`config.mk`:
```
export PLATFORM = sky130hd
export DESIGN_NAME = tdc_arb
export DESIGN_NICKNAME = d
export VERILOG_FILES = /design/src/rtl/tdc_arb.sv
export SDC_FILE = /design/constraint.sdc
export NUM_CORES = 1
export LEC_CHECK = 0
export CELL_PAD_IN_SITES_DETAIL_PLACEMENT = 2
export CELL_PAD_IN_SITES_GLOBAL_PLACEMENT = 2
export CORE_AREA = 5 5 190 192
export CTS_BUF_LIST = sky130_fd_sc_hd__clkbuf_8
export DETAILED_ROUTE_END_ITERATION = 10
export DIE_AREA = 0 0 195 197
export PLACE_DENSITY_LB_ADDON = 0.1
export SYNTH_ARGS = -nofsm -noshare
export SYNTH_HDL_FRONTEND = slang
export SYNTH_SLANG_ARGS = --single-unit
```
`constraint.sdc`:
```
create_clock -name i_clk -period 5.8 [get_ports i_clk]
set_clock_uncertainty 0.1 [all_clocks]
set_input_delay 1.16 -clock i_clk [delete_from_list [all_inputs] [get_ports i_clk]]
set_output_delay 1.16 -clock i_clk [all_outputs]
set_load 0.005 [all_outputs]
```
`src/rtl/tdc_arb.sv`:
```
// Round-robin merge of NUM_CH TDC result streams into one AXI-Stream uplink.
// Each output word carries its source channel in tuser. Disabled channels are
// drained and discarded so their producers never stall.
module tdc_arb #(
  parameter int unsigned NUM_CH     = 4,
  parameter int unsigned DATA_WIDTH = 96,
  parameter int unsigned CH_WIDTH   = 2
) (
  input  logic                         i_clk,
  input  logic                         i_rst_n,
  input  logic [NUM_CH*DATA_WIDTH-1:0] i_s_axis_tdata,
  input  logic [NUM_CH-1:0]            i_s_axis_tvalid,
  output logic [NUM_CH-1:0]            o_s_axis_tready,
  input  logic [NUM_CH-1:0]            i_ch_en,
  output logic [DATA_WIDTH-1:0]        o_m_axis_tdata,
  output logic [CH_WIDTH-1:0]          o_m_axis_tuser,
  output logic                         o_m_axis_tvalid,
  input  logic                         i_m_axis_tready,
  output logic                         o_drop_stb
);

  typedef enum logic [0:0] {StEmpty, StFull} state_e;

  state_e                state_q;
  logic [DATA_WIDTH-1:0] data_q;
  logic [CH_WIDTH-1:0]   user_q;
  logic [CH_WIDTH-1:0]   last_grant_q;
  logic                  drop_q;

  logic [NUM_CH-1:0]     req;
  logic [NUM_CH-1:0]     dis_ready;
  logic [NUM_CH-1:0]     en_ready;
  logic                  load_ok;
  logic                  any_req;
  logic                  hit_hi;
  logic [CH_WIDTH-1:0]   pick_hi;
  logic [CH_WIDTH-1:0]   pick_lo;
  logic [CH_WIDTH-1:0]   grant;
  logic [DATA_WIDTH-1:0] grant_data;

  assign req       = i_s_axis_tvalid & i_ch_en;
  assign dis_ready = i_s_axis_tvalid & ~i_ch_en;
  assign load_ok   = (state_q == StEmpty) || i_m_axis_tready;

  // Round-robin pick: lowest requester above last_grant, else lowest overall (wrap).
  always_comb begin
    any_req = 1'b0;
    hit_hi  = 1'b0;
    pick_hi = '0;
    pick_lo = '0;
    for (int k = NUM_CH - 1; k >= 0; k--) begin
      if (req[k]) begin
        any_req = 1'b1;
        pick_lo = CH_WIDTH'(k);
        if (k > int'(last_grant_q)) begin
          hit_hi  = 1'b1;
          pick_hi = CH_WIDTH'(k);
        end
      end
    end
    grant = hit_hi ? pick_hi : pick_lo;
  end

  // Data mux and one-hot ready for the granted channel.
  always_comb begin
    grant_data = '0;
    en_ready   = '0;
    for (int k = 0; k < NUM_CH; k++) begin
      if (CH_WIDTH'(k) == grant) begin
        grant_data  = i_s_axis_tdata[k*DATA_WIDTH +: DATA_WIDTH];
        en_ready[k] = load_ok && any_req;
      end
    end
  end

  // Ready is held low throughout reset; disabled channels always accept.
  always_comb begin
    o_s_axis_tready = '0;
    if (i_rst_n) begin
      o_s_axis_tready = en_ready | dis_ready;
    end
  end

  // Output register state, payload, round-robin pointer and drop strobe.
  always_ff @(posedge i_clk or negedge i_rst_n) begin
    if (!i_rst_n) begin
      state_q      <= StEmpty;
      data_q       <= '0;
      user_q       <= '0;
      last_grant_q <= CH_WIDTH'(NUM_CH - 1);
      drop_q       <= 1'b0;
    end else begin
      drop_q <= |dis_ready;
      if (load_ok) begin
        if (any_req) begin
          state_q      <= StFull;
          data_q       <= grant_data;
          user_q       <= grant;
          last_grant_q <= grant;
        end else begin
          state_q <= StEmpty;
        end
      end
    end
  end

  assign o_m_axis_tvalid = (state_q == StFull);
  assign o_m_axis_tdata  = data_q;
  assign o_m_axis_tuser  = user_q;
  assign o_drop_stb      = drop_q;

endmodule

```
==> out/metrics.csv, run 1 <==
metric;value;unit
post-synth top area share;39.3;%
Mapped Avg Cell Area;10.4;µm²
CTS tree;yes;
Final period util;81.1;%
max_slew headroom;32.8;%
Starting Density;18.6;%
total track usage;19.0;%
Max-cap violations;0;
R2R Path End;o_m_axis_tdata[75]$_DFFE_PN0N_;
met2 Usage GRT;32.8;%
Sink Count;102;
dpl hpwl;28900;µm
drt initial violations;186;
fraction of layout cells with a size suffix above 1;4.16;%
initial antenna violation count;8;
register area;2550;µm²
die height;197;µm
Yosys reg bits;102;
Via density;4.66;
largest net degree at the start of global routing;97;
Hold WS;393;ps
Synth area leaders;dfrtp_1, mux2i_1, o221ai_1;
CP Capture Type;output port;
Critical Path Start Type;input pin;
run status;finished clean;
placed instance area;11700;µm²
hold depth;1;
minimum clock period;4700;ps
Final Max Tran Viols;0;
Worst path slowest cell;a22oi_1;
Clock transition at path regs;110;ps
number of global-route vias before repair;8276;
I/O pin count;499;
DR pass1 iterations;4;
M1 GR Usage;22.5;%
Site Rows;68;
post-synthesis sequential area ratio;40.1;%
Worst Max-Slew Pin Slew;1010;ps
hold_buf cts;0;
Worst EP required;4540;ps
number of buffers and inverters on the critical path;2;
Routed WL;38200;µm
port bufs;498;
FF-to-FF path depth;5;
post-cts resize count;0;
Stages on worst setup path;7;
CTS buffer count;9;
H-tree levels;3;
Hold Crit Start;o_m_axis_tuser[1]$_DFFE_PN0N_;
CTS root buf;clkbuf_8;
delay of the slowest cell on the worst path;570;ps
die width;195;µm
gr busiest metal;met2;
Placeable Area;34200;µm²
Worst-Skew Late Latency;390;ps
Syn Std Cell Area;6370;µm²
setup TNS;0;ps
final setup fails;0;
remaining global-route overflow;0;
met3 Usage GRT;6.77;%
critical path class;input pin to output port;
Syn Nets;1010;
Design Area, Final;11900;µm²
hold worst-path end;o_m_axis_tuser[1]$_DFFE_PN0N_;
ANT nets after route;0;
Netlist cell types;39;
cell type with the largest total area after synthesis;dfrtp_1;
Critical Path AT;3440;ps
Max Buffers Root-to-Sink;2;
P&R area growth vs syn;87.1;%
leakage power total;4.93;nW
Final GP Congestion;0.788;
Cell Pwr Density;249;nW/µm²
Tightest Hold Check Type;flop to flop;
cell chain of the critical path;clkdlybuf4s50_1 -> a22oi_1 -> a311o_2 -> nand2_1 -> o21ai_0 -> and2_1 -> clkdlybuf4s50_1;
r2r setup slk;2930;ps
Power Total;2.96;mW
CP top delay family;compound AO/OA/AOI/OAI gates;
Nets;1471;
setup bufs post-CTS;0;
Fillers;3738;
via count;7188;
DRC Markers;0;
footprint of the multi-input gates;3480;µm²
most frequent CP cell;clkdlybuf4s50_1;
Syn Inst Count;615;
worst r2r src;o_m_axis_tvalid$_DFFE_PN0P_;
DR WL/cell;24.8;µm
Hold Vio Cnt, Final;0;
Fmax;0.213;GHz
Max rail drop VDD;0.141;mV
first-pass GRT wire length;55500;µm
yosys warns;0;
CP max FO;5;
RSZ-0062 raised after global routing;false;
die area;38400;µm²
[logic make-up (layout without fill, tap and decap cells)]
logic type      count (synthesis)  in the layout  synth area share, %
buf+inv                        63            529                 5.62
simple gates                  143            143                 9.92
compound gates                159            159                 21.1
flops                         102            102                 40.1
other cells                     0              6                    0
mux                           148            148                 23.3
[per-stage QoR]
stage | util [%] | setup slack, ps | instances
floorplan | - | 2110 | 615
global placement | 34.3 | 1160 | 1520
detailed placement | 34.3 | 1100 | 1520
CTS | 34.8 | 1110 | 1536
global route | 34.8 | 987 | 1541
finish | 34.8 | 1100 | 1542
[where the power goes]
part | switching, mW | internal [mW] | leakage, nW | total (mW)
registers | 0.117 | 0.914 | 1.24 | 1.03
clock network | 0.278 | 0.187 | 0.108 | 0.465
logic | 0.626 | 0.842 | 3.59 | 1.47
total | 1.02 | 1.94 | 4.93 | 2.96
[cells in the mapped netlist]
cell type and instances:
a32oi_1 22, a21o_1 4, inv_1 1, buf_4 10, a22oi_1 2, nor2_1 22, a41oi_1 1, nor4bb_2 1
and2_1 4, a21oi_1 23, o21a_1 1, o221ai_1 74, dfrtp_1 100, nand3_2 1, buf_6 7, a311o_1 1
a22o_1 1, nor2b_1 1, mux2i_1 148, o21ai_1 1, and3_1 1, nor3_1 22, o41ai_2 8, a31o_2 1
nand3_1 1, nand3b_1 2, o2111ai_1 1, nand2b_1 4, buf_1 2, clkbuf_1 22, clkbuf_4 2, dfstp_2 2
nor2_4 1, a21boi_0 2, buf_2 19, o21ai_0 3, nand4_1 3, nand2_1 80, o41ai_1 14
[per-layer routing]
metal / vias to the layer above / share of wire (%)
met3: 32 / 8.0
met1: 3519 / 41
met2: 316 / 50
li1: 3315 / -
met4: 6 / 1.7
met5: - / 0.073
[flip-flops by register name, indices dropped and copies added, names as in the netlist]
register         flops
last_grant_q         2
o_m_axis_tdata      96
o_m_axis_tvalid      1
o_m_axis_tuser       2
o_drop_stb           1
[cell usage in the layout (no fill, tap or decap), drive strengths merged]
master / synthesis / layout
clkdlybuf4s50: 0 / 497
mux2i: 148 / 148
dfrtp: 100 / 100
nand2: 80 / 80
o221ai: 74 / 74
a21oi: 23 / 23
nor2: 23 / 23
nor3: 22 / 22
a32oi: 22 / 22
o41ai: 22 / 22
buf: 38 / 15
clkbuf: 24 / 12
diode: 0 / 6
inv: 1 / 5
nand2b: 4 / 4
and2: 4 / 4
a21o: 4 / 4
o21ai: 4 / 4
nand4: 3 / 3
nand3b: 2 / 2
a22oi: 2 / 2
a21boi: 2 / 2
dfstp: 2 / 2
nand3: 2 / 2
a31o: 1 / 1
nor2b: 1 / 1
nor4bb: 1 / 1
a41oi: 1 / 1
o2111ai: 1 / 1
and3: 1 / 1
a22o: 1 / 1
a311o: 1 / 1
o21a: 1 / 1
[worst reg2reg max path, cell delays in order (launching register included)]
cell and delay, ps:
dfrtp_1 420, nor2b_1 440, a21o_4 170, buf_4 500
buf_4 840, o41ai_1 260
[worst max path at each step]
stage | to | slack, ps | startpoint
final | o_s_axis_tready[1] | 1100 | i_s_axis_tvalid[2]
after global routing | o_s_axis_tready[1] | 990 | i_s_axis_tvalid[2]
after detailed placement | o_s_axis_tready[1] | 1100 | i_ch_en[3]
after floorplan | o_s_axis_tready[3] | 2110 | i_s_axis_tvalid[0]
after global placement | o_s_axis_tready[1] | 1160 | i_s_axis_tvalid[2]
after CTS | o_s_axis_tready[1] | 1110 | i_s_axis_tvalid[2]
[final cells by class]
| class | instances | area share, % |
|---|---|---|
| Antenna cell | 6 | 0.126 |
| Clock buffer | 12 | 1.39 |
| Inverter | 1 | 0.0315 |
| Timing Repair Buffer | 512 | 42.9 |
| Tap cell | 455 | 4.78 |
| Sequential cell | 102 | 21.4 |
| Multi-Input combinational cell | 450 | 29.2 |
| Clock inverter | 4 | 0.126 |
(Power assumes the default switching activity.)
==> run 2: changes to the inputs <==
--- a/config.mk
+++ b/config.mk
@@ -7,10 +7,10 @@
 export LEC_CHECK = 0
 export CELL_PAD_IN_SITES_DETAIL_PLACEMENT = 2
 export CELL_PAD_IN_SITES_GLOBAL_PLACEMENT = 2
-export CORE_AREA = 5 5 190 192
+export CORE_MARGIN = 5
+export CORE_UTILIZATION = 16
 export CTS_BUF_LIST = sky130_fd_sc_hd__clkbuf_8
 export DETAILED_ROUTE_END_ITERATION = 10
-export DIE_AREA = 0 0 195 197
 export PLACE_DENSITY_LB_ADDON = 0.1
 export SYNTH_ARGS = -nofsm -noshare
 export SYNTH_HDL_FRONTEND = slang
==> constraint.sdc (replaced) <==
create_clock -name i_clk -period 3.94 [get_ports i_clk]
set_clock_uncertainty 0.1 [all_clocks]
set_input_delay 0.788 -clock i_clk [delete_from_list [all_inputs] [get_ports i_clk]]
set_output_delay 0.788 -clock i_clk [all_outputs]
set_load 0.005 [all_outputs]
==> run 2 against run 1 <==
Effect of this change:
- utilization down 4.3 points
- clock power increased by 56%
- final cell count rose by 4.5%
- non-clock buffer count grew 3
- worst setup slack got worse by 990 ps
- count of clock-buffer cells in the layout decreased by 2
- global-route usage is 2.5 points lower
- sequential share of layout area decreased by 0.29 points
- die area is 14% higher
- critical path type unchanged
- critical endpoint unchanged
==> out/metrics.csv, run 2 (same netlist as run 1, synthesis figures left out) <==
metric;value;unit
run status;finished clean;
Max-cap violations;0;
CP max FO;3;
Finished Layout Cells;1612;
Final GP Congestion;0.747;
CP Capture Type;output port;
drt initial violations;223;
I/O pin count;499;
Routed WL;37800;µm
combinational fraction of design power;49.3;%
Starting Density;16.1;%
Final WS setup;107;ps
die area;43900;µm²
Fmax;0.261;GHz
remaining global-route overflow;0;
DRC Markers;0;
max_slew headroom;28.6;%
clock share of power;16.4;%
hold_buf cts;0;
Tightest Hold Check Type;input pin to asynchronous set/reset pin;
final setup fails;0;
placed instance area;11900;µm²
Final period util;97.3;%
max reg flops;96;
Worst EP required;3050;ps
RSZ-0062 raised after global routing;true;
Worst Max-Slew Pin Slew;1070;ps
DR pass1 iterations;4;
first-pass GRT wire length;55400;µm
CTS tree;yes;
critical path class;input pin to output port;
Site Rows;73;
minimum clock period;3830;ps
Via density;4.42;
die width;209;µm
dpl hpwl;28100;µm
Max rail drop VDD;0.176;mV
Flop pwr share;34.3;%
Cell Pwr Density;366;nW/µm²
Placeable Area;39500;µm²
largest net degree at the start of global routing;122;
Nets;1474;
total track usage;16.5;%
post-place setup slack;55.8;ps
Hold WS;96.0;ps
port bufs;498;
commonest non-fill, non-tap cells in the layout;clkdlybuf4s50_1, mux2i_1, dfrtp_1, nand2_1, o221ai_1;
CTS root buf;clkbuf_8;
P_sw;1.52;mW
internal power;2.90;mW
H-tree levels;3;
CTS buffer count;9;
number of global-route vias before repair;8138;
Clock transition at path regs;110;ps
Power Total;4.42;mW
ANT nets after route;0;
placed cell count;1593;
Design Area, Final;12100;µm²
die height;209;µm
Sink Count;102;
Final Max Tran Viols;0;
most common cell after layout, fill and taps aside;clkdlybuf4s50_1;
Switching Fraction;34.3;%
Max Buffers Root-to-Sink;2;
leakage power total;4.99;nW
Worst-Skew Late Latency;400;ps
fraction of layout cells with a size suffix above 1;4.52;%
DR WL/cell;23.4;µm
initial antenna violation count;4;
Critical Path Start Type;input pin;
via count;7128;
Critical Path AT;2950;ps
Hold Vio Cnt, Final;0;
P&R area growth vs syn;89.6;%
run 2: cell count changes in the layout (fill, tap and decap cells not counted), sizes merged:
cell | previous run | this run
clkbuf | 12 | 10
diode | 6 | 3
bufinv | 0 | 1
buf | 15 | 18
dlymetal6s2s | 0 | 1
clkdlybuf4s50 | 497 | 496
inv | 5 | 6
run 2: cell type report:
type / instances / area [µm²]
inverter: 1 / 3.75
sequential: 102 / 2550
multi-input combinational: 450 / 3490
clock inverter: 6 / 48.8
timing repair buffer: 515 / 5170
tap: 525 / 657
antenna: 3 / 7.51
fill: 4315 / 27500
clock buffer: 10 / 138
run 2: stage by stage:
stage	utilization (%)	setup TNS, ps
after CTS	30.5	0
final	30.5	0
after floorplan	-	0
after detailed placement	30.0	0
after global routing	30.5	-34.9
after global placement	30.0	0
run 2: path summary, 6_finish.rpt:
path | slack, ps | end | cells past startpoint | start
max | 110 | o_s_axis_tready[1] | 7 | i_s_axis_tvalid[1]
min | 100 | o_m_axis_tuser[0]$_DFFE_PN0N_ | 1 | i_rst_n
max reg2reg | 1310 | o_m_axis_tdata[54]$_DFFE_PN0N_ | 7 | last_grant_q[1]$_DFFE_PN1N_
min reg2reg | 390 | o_m_axis_tdata[72]$_DFFE_PN0N_ | 2 | o_m_axis_tdata[72]$_DFFE_PN0N_
max in group asynchronous | 1880 | o_m_axis_tdata[72]$_DFFE_PN0N_ | 3 | i_rst_n
min in group i_clk | 390 | o_m_axis_tdata[72]$_DFFE_PN0N_ | 2 | o_m_axis_tdata[72]$_DFFE_PN0N_
run 2: repair_timing:
action,in CTS,in global routing
endpoints found under the hold margin,0,0
setup buffers,0,0
endpoints found under the setup margin,0,3
gates resized for setup,0,3
run 2: power groups by stage:
stage          Sequential, mW  Combinational, mW  Clock, mW
3_3_place_gp             1.52               2.23          0
2_1_floorplan            1.54              0.819          0
6_report                 1.51               2.18      0.725
3_5_place_dp             1.54               2.23          0
5_1_grt                  1.56               2.35      0.816
4_1_cts                  1.52               2.24      0.783
run 2: layer usage:
layer | share of wire, % | wire (µm) | global-route usage [%] | up-vias
met5 | 0.037 | 14 | 0 | -
met4 | 0.74 | 279 | 2.52 | 4
met3 | 8.8 | 3330 | 6.73 | 15
met2 | 50 | 18700 | 28.4 | 260
met1 | 41 | 15400 | 19.9 | 3528
li1 | - | - | - | 3321
run 2: worst max-delay path, cell delays in order:
cell and delay [ps]:
clkdlybuf4s50_1 520, nor4bb_2 370, a41oi_1 150, and3_1 240, o21ai_0 170, and2_1 140, clkdlybuf4s50_1 560
